**config.mk**
```make
export PLATFORM = sky130hd
export DESIGN_NAME = ifu
export DESIGN_NICKNAME = d
export VERILOG_FILES = /design/src/rtl/ifu_pkg.sv /design/src/rtl/ifu.sv
export SDC_FILE = /design/constraint.sdc
export NUM_CORES = 1
export LEC_CHECK = 0
export CAP_MARGIN = 25
export CORE_MARGIN = 2
export CORE_UTILIZATION = 48
export CTS_BUF_LIST = sky130_fd_sc_hd__clkbuf_2
export DETAILED_ROUTE_END_ITERATION = 6
export MAX_ROUTING_LAYER = met4
export PLACE_DENSITY = 0.95
export SLEW_MARGIN = 20
export SYNTH_ARGS = -nofsm -noshare
export SYNTH_HDL_FRONTEND = slang
export SYNTH_SLANG_ARGS = --single-unit
```
**constraint.sdc**
```tcl
create_clock -name clk -period 4.4 [get_ports clk]
set_input_delay 1.32 -clock clk [delete_from_list [all_inputs] [get_ports clk]]
set_output_delay 1.32 -clock clk [all_outputs]
set_load 0.01 [all_outputs]
```
**src/rtl/ifu_pkg.sv**
```systemverilog
// Shared types and constants for the instruction fetch unit and the decode stage
// that consumes its field slices.
package ifu_pkg;

    typedef enum logic [1:0] {
        IDLE,
        REQ,
        WAIT,
        HOLD
    } ifu_state_t;

    localparam logic [31:0] RESET_PC_DEFAULT = 32'h8000_0000;
    localparam logic [31:0] INST_ILLEGAL     = 32'h0000_0000;

    localparam int OPCODE_W  = 7;
    localparam int FUNCT3_W  = 3;
    localparam int FUNCT7_W  = 7;
    localparam int FUNCT12_W = 12;

endpackage

```
**src/rtl/ifu.sv**
```systemverilog
// Instruction fetch unit: owns the PC, issues one word read per instruction and
// holds the fetched word until decode accepts it; redirects may arrive at any time.
module ifu
    import ifu_pkg::*;
#(
    parameter logic [31:0] RESET_PC = RESET_PC_DEFAULT
) (
    input  logic                 clk,
    input  logic                 rst,
    output logic                 imem_req_valid,
    input  logic                 imem_req_ready,
    output logic [31:0]          imem_req_addr,
    input  logic                 imem_rsp_valid,
    input  logic [31:0]          imem_rsp_data,
    input  logic                 imem_rsp_err,
    input  logic                 redirect_valid,
    input  logic [31:0]          redirect_pc,
    output logic                 inst_valid,
    input  logic                 inst_ready,
    output logic [31:0]          inst,
    output logic [31:0]          pcF,
    output logic [31:0]          snpcF,
    output logic [OPCODE_W-1:0]  opcodeF,
    output logic [FUNCT3_W-1:0]  funct3F,
    output logic [FUNCT7_W-1:0]  funct7F,
    output logic [FUNCT12_W-1:0] funct12F,
    output logic                 fetch_err
);

    ifu_state_t  state_q, state_d;
    logic [31:0] pc_q, pc_d;
    logic [31:0] pend_pc_q, pend_pc_d;
    logic        discard_q, discard_d;
    logic [31:0] inst_q, inst_d;
    logic        err_q, err_d;
    logic [31:0] target;

    assign target = redirect_pc & ~32'h3;

    always_comb begin
        // NOTE: every next-value gets its hold default first so no path through
        // the case statement can leave a variable unassigned and infer a latch.
        state_d   = state_q;
        pc_d      = pc_q;
        pend_pc_d = pend_pc_q;
        discard_d = discard_q;
        inst_d    = inst_q;
        err_d     = err_q;

        unique case (state_q)
            IDLE: begin
                state_d = REQ;
                if (redirect_valid) pc_d = target;
            end
            REQ: begin
                // The request already on the bus must complete; remember where to go next.
                if (redirect_valid) begin
                    pend_pc_d = target;
                    discard_d = 1'b1;
                end
                if (imem_req_ready) state_d = WAIT;
            end
            WAIT: begin
                if (imem_rsp_valid) begin
                    if (discard_q || redirect_valid) begin
                        state_d   = REQ;
                        pc_d      = redirect_valid ? target : pend_pc_q;
                        discard_d = 1'b0;
                    end else begin
                        state_d = HOLD;
                        inst_d  = imem_rsp_err ? INST_ILLEGAL : imem_rsp_data;
                        err_d   = imem_rsp_err;
                    end
                end else if (redirect_valid) begin
                    pend_pc_d = target;
                    discard_d = 1'b1;
                end
            end
            HOLD: begin
                if (redirect_valid) begin
                    state_d = REQ;
                    pc_d    = target;
                end else if (inst_ready) begin
                    state_d = REQ;
                    pc_d    = pc_q + 32'd4;
                end
            end
            default: state_d = IDLE;
        endcase
    end

    // NOTE: state registers use non-blocking assignments so every flop samples
    // the pre-edge values regardless of process evaluation order.
    always_ff @(posedge clk) begin
        if (rst) begin
            state_q   <= IDLE;
            pc_q      <= RESET_PC;
            pend_pc_q <= RESET_PC;
            discard_q <= 1'b0;
            inst_q    <= INST_ILLEGAL;
            err_q     <= 1'b0;
        end else begin
            state_q   <= state_d;
            pc_q      <= pc_d;
            pend_pc_q <= pend_pc_d;
            discard_q <= discard_d;
            inst_q    <= inst_d;
            err_q     <= err_d;
        end
    end

    assign imem_req_valid = (state_q == REQ);
    assign imem_req_addr  = pc_q;
    assign inst_valid     = (state_q == HOLD);
    assign inst           = inst_q;
    assign fetch_err      = err_q;
    assign pcF            = pc_q;
    assign snpcF          = pc_q + 32'd4;
    assign opcodeF        = inst_q[6:0];
    assign funct3F        = inst_q[14:12];
    assign funct7F        = inst_q[31:25];
    assign funct12F       = inst_q[31:20];

endmodule

```
==> results.txt <==
- Number of nets in the synthesized netlist: 772
* Area share of the largest cell type after synthesis: 0.3579
- The share of the synthesized area in compound gates (AO/OA/AOI/OAI) came to 0.1908.
- The most used flip-flop cell after synthesis is sky130_fd_sc_hd__dfxtp_1.
- Hpwl dp: 11350 um
- Share of flip-flops with an asynchronous set or reset after synthesis: 0
- Of the available clock period, the critical path in the final layout requires 0.9739.
* I/O Pins: 231
* Hold Violations, Final: 0
- Power per standard cell area: 296.8 nW/um2
- The run finished with clean final reports.
* Count of inserted antenna diode cells: 0
- The first global-routing pass estimated 25590 um of wire.
- Internal power comes to 1.504 mW.
- RD Place Congestion: 0.9165
* Total of fill cells in the finished design: 932
- After global routing, the most crowded layer is met2.
- Hold is met by 0.4687 ns.
- Data arrives at the worst endpoint at 2.97 ns.
- For the pin with the worst max-slew slack, the measured transition is 0.9854 ns.
- Before antenna repair, the detailed router went through 6 iterations.
* Cell types occupying the most area after synthesis: sky130_fd_sc_hd__dfxtp_1, sky130_fd_sc_hd__buf_4, sky130_fd_sc_hd__nand2_1
* Setup repair after global routing missed its margin: false
- Main combinational cell family by area after synthesis: simple AND/OR/NAND/NOR gates
- Total buffers and inverters traversed by the critical path: 1
- The routed design could run at a clock period as short as 4.285 ns.
- Yosys warning total: 0
- The critical path is of the flip-flop to primary output type.
* Type of element launching the critical path: flip-flop
* Critical path fanouts, max: 7
- The share of total power dissipated in the clock network is 0.186.
- VDD sags by at most 0.0002113 V.
- Cell variety after synth: 55
- Of the total synthesized cell area, the portion taken by full adders, half adders and majority gates is 0.01342.
- The share of the Yosys chip area taken by registers is 0.3579.
- Count of hold-fix buffers inserted at cts: 0
- The mapped netlist covers 5593 um2.
- The floorplan step defined a core boundary enclosing 11420 um2.
- R2R Setup Slk: 1.72 ns
* Clock-pin transition on the worst setup and hold timing paths: 0.25 ns
- After detailed routing, the number of remaining DRC violations is 0.
- Static Leak: 2.717 nW
* Total die area: 12530 um2
* Vias in the first global route: 5068
* Commonest cells in the netlist: sky130_fd_sc_hd__nand2_1, sky130_fd_sc_hd__dfxtp_1, sky130_fd_sc_hd__a21oi_1, sky130_fd_sc_hd__buf_4, sky130_fd_sc_hd__clkbuf_1
* Switching fraction of total power: 0.3293
- In this design, the stage delay of the slowest critical-path cell is 0.63 ns.
- Headroom to the max-slew limit: 0.3401
* Top cell type by total area after synthesis: sky130_fd_sc_hd__dfxtp_1
* H-tree Lvls: 3
* Area growth syn-to-layout: 35.06%
* Mapped Cells: 695
- Simple-gate portion of the synthesized area: 0.2421
* Worst hold path type: flip-flop to flip-flop
- Met2 track demand over resource in global routing: 0.4141
- The initial utilization of the core area, before any placement, comes to 0.4898.
- Most used standard cell by instance count after synthesis: sky130_fd_sc_hd__nand2_1
- The total overflow left after global routing is 0.
* Share of cells above drive strength 1: 0.05959
- At the worst endpoint, the required time is 3.08 ns.
* Final routed wirelength across all metal layers: 16260 um
* Global Route met3 Usage: 0.04518
- Clock tree from TritonCTS: built
- Max Clock Skew: 0.03100 ns
- Largest net degree at the start of global routing: 72
- Psw: 0.7383 mW
- Setup violations remaining at the end of the flow were counted as 0.
* Sequential share of power: 0.483
- Dividing the detail-routed via count by the number of cells gives 5.673.
* Total of max-cap violations: 0
- For this block, the initial DRC count from the detailed router was 458.
- Chain of cells forming the critical path: nand3_1, or4_4, nor2_1, xnor2_1, clkdlybuf4s50_1
- The net count of the finished layout is 913.
- Share of power burned in combinational logic: 0.331
- Root buf cell: sky130_fd_sc_hd__clkbuf_2
* Vias post-DR: 5571
- Buffers inserted during clock tree synthesis total 9.
- Synth Area in XOR/XNOR: 0.04385
- Adding up every negative setup slack in the final design gives 0 ns.
- Static timing analysis puts the maximum clock frequency at 233.4 MHz.
* Syn Area/Cell: 8.047 um2
- Worst skew pair latency: 0.58 ns
- Worst path slowest cell: sky130_fd_sc_hd__or4_4
- The detail route stage leaves a number of antenna-violating nets equal to 0.
- The tree built by TritonCTS fans out to 100 sinks.
- Die width: 111.9 um
- Number of placement rows: 39
- Count of input and output buffers: 228
- Number of synthesized flops with an enable pin: 0
- Flip-flop and latch count after synthesis: 100
- In the global route stage, overall resource usage came out at 0.2542.
- Initial antenna violation count: 0
- The clock passes through at most 2 buffers.
- Chip Height: 111.9 um
* Final Slew Violations: 0
- After synthesis, the share of cell area in mux cells is 0.008949.
* Largest delay share family, worst path: simple AND/OR/NAND/NOR gates
- Average wire per standard cell: 16.55 um
* Critical path capture point type: primary output
- Global-route met1 utilization: 0.3192
[through the flow]
stage                       util  power (mW)  setup slack, ns  area (um2)  cells
after floorplan                -       1.481            1.213        5593    695
after global placement    0.6506       1.812           0.5505        7428    968
after detailed placement  0.6506       1.828           0.5218        7428    968
after CTS                 0.6592       2.248         0.006438        7527    982
after global routing      0.6615       2.354          0.01534        7553    982
final                     0.6615       2.242           0.1146        7553    982
[logic make-up after synthesis]
family                     after synthesis
adders and majority gates                6
muxes                                    5
AOI/OAI and AO/OA                      168
DFF                                    100
and+or+nand+nor                        261
buffers and inverters                  127
xor gates and xnor gates                28
[per-layer routing]
layer	up-vias	routed length (um)
met5	-	0
met4	0	355
met3	38	1350
met2	273	7909
met1	2610	6640
li1	2650	-
[placed cells by master (no fill, tap or decap), types with 11 or more instances in the layout]
cell	instances
sky130_fd_sc_hd__dfxtp_1	95
sky130_fd_sc_hd__nand3_1	17
sky130_fd_sc_hd__clkdlybuf4s50_1	227
sky130_fd_sc_hd__clkbuf_2	11
sky130_fd_sc_hd__inv_1	14
sky130_fd_sc_hd__a211oi_1	11
sky130_fd_sc_hd__buf_4	16
sky130_fd_sc_hd__nand3b_1	32
sky130_fd_sc_hd__xnor2_1	18
sky130_fd_sc_hd__nor2_1	32
sky130_fd_sc_hd__a21oi_1	82
sky130_fd_sc_hd__o21ai_0	13
sky130_fd_sc_hd__a22oi_1	16
sky130_fd_sc_hd__nand2_1	117
[registers in the layout, indices dropped and copies added (netlist names)]
register / cells
discard_q: 1
fetch_err: 1
imem_req_addr: 32
inst: 32
pend_pc_q: 32
state_q: 2
[worst register-to-register path, cell delays in order, from the launching register on]
cell                      delay, ns
sky130_fd_sc_hd__dfxtp_1       0.41
sky130_fd_sc_hd__inv_1         0.10
sky130_fd_sc_hd__ha_1          0.41
sky130_fd_sc_hd__inv_1         0.12
sky130_fd_sc_hd__o22ai_1       0.39
sky130_fd_sc_hd__or3_1         0.54
sky130_fd_sc_hd__nor3_1        0.10
sky130_fd_sc_hd__or4_1         0.52
[final timing paths]
check                    startpoint  cells after the start                 to
setup / recovery  imem_req_addr[14]                      5          snpcF[27]
hold / removal             inst[17]                      2           inst[17]
setup reg to reg         state_q[0]                      7  imem_req_addr[21]
hold reg to reg            inst[17]                      2           inst[17]
[what timing repair did]
item                       CTS  global route
gates resized for setup      1            10
pin swaps                    0             1
setup buffers                0             0
setup endpoints to repair    4             9
[area by class of cell]
type                    count  area (um2)  area share
inverters                  14       52.55    0.006957
repair buffers            243        2392      0.3167
flip-flops and latches    100        2016      0.2669
clock buffers              11       55.05    0.007288
clock inverters             3       40.04    0.005301
multi-input cells         468        2819      0.3732
well taps                 143       178.9     0.02369
[power by group through the flow]
| stage | combinational, mW | sequential (mW) | clock [mW] |
|---|---|---|---|
| finish | 0.741 | 1.08 | 0.418 |
| floorplan | 0.390 | 1.09 | 0 |
| global route | 0.789 | 1.10 | 0.470 |
| detailed placement | 0.733 | 1.10 | 0 |
| global placement | 0.721 | 1.09 | 0 |
| CTS | 0.738 | 1.08 | 0.432 |
(Power assumes the default switching activity.)
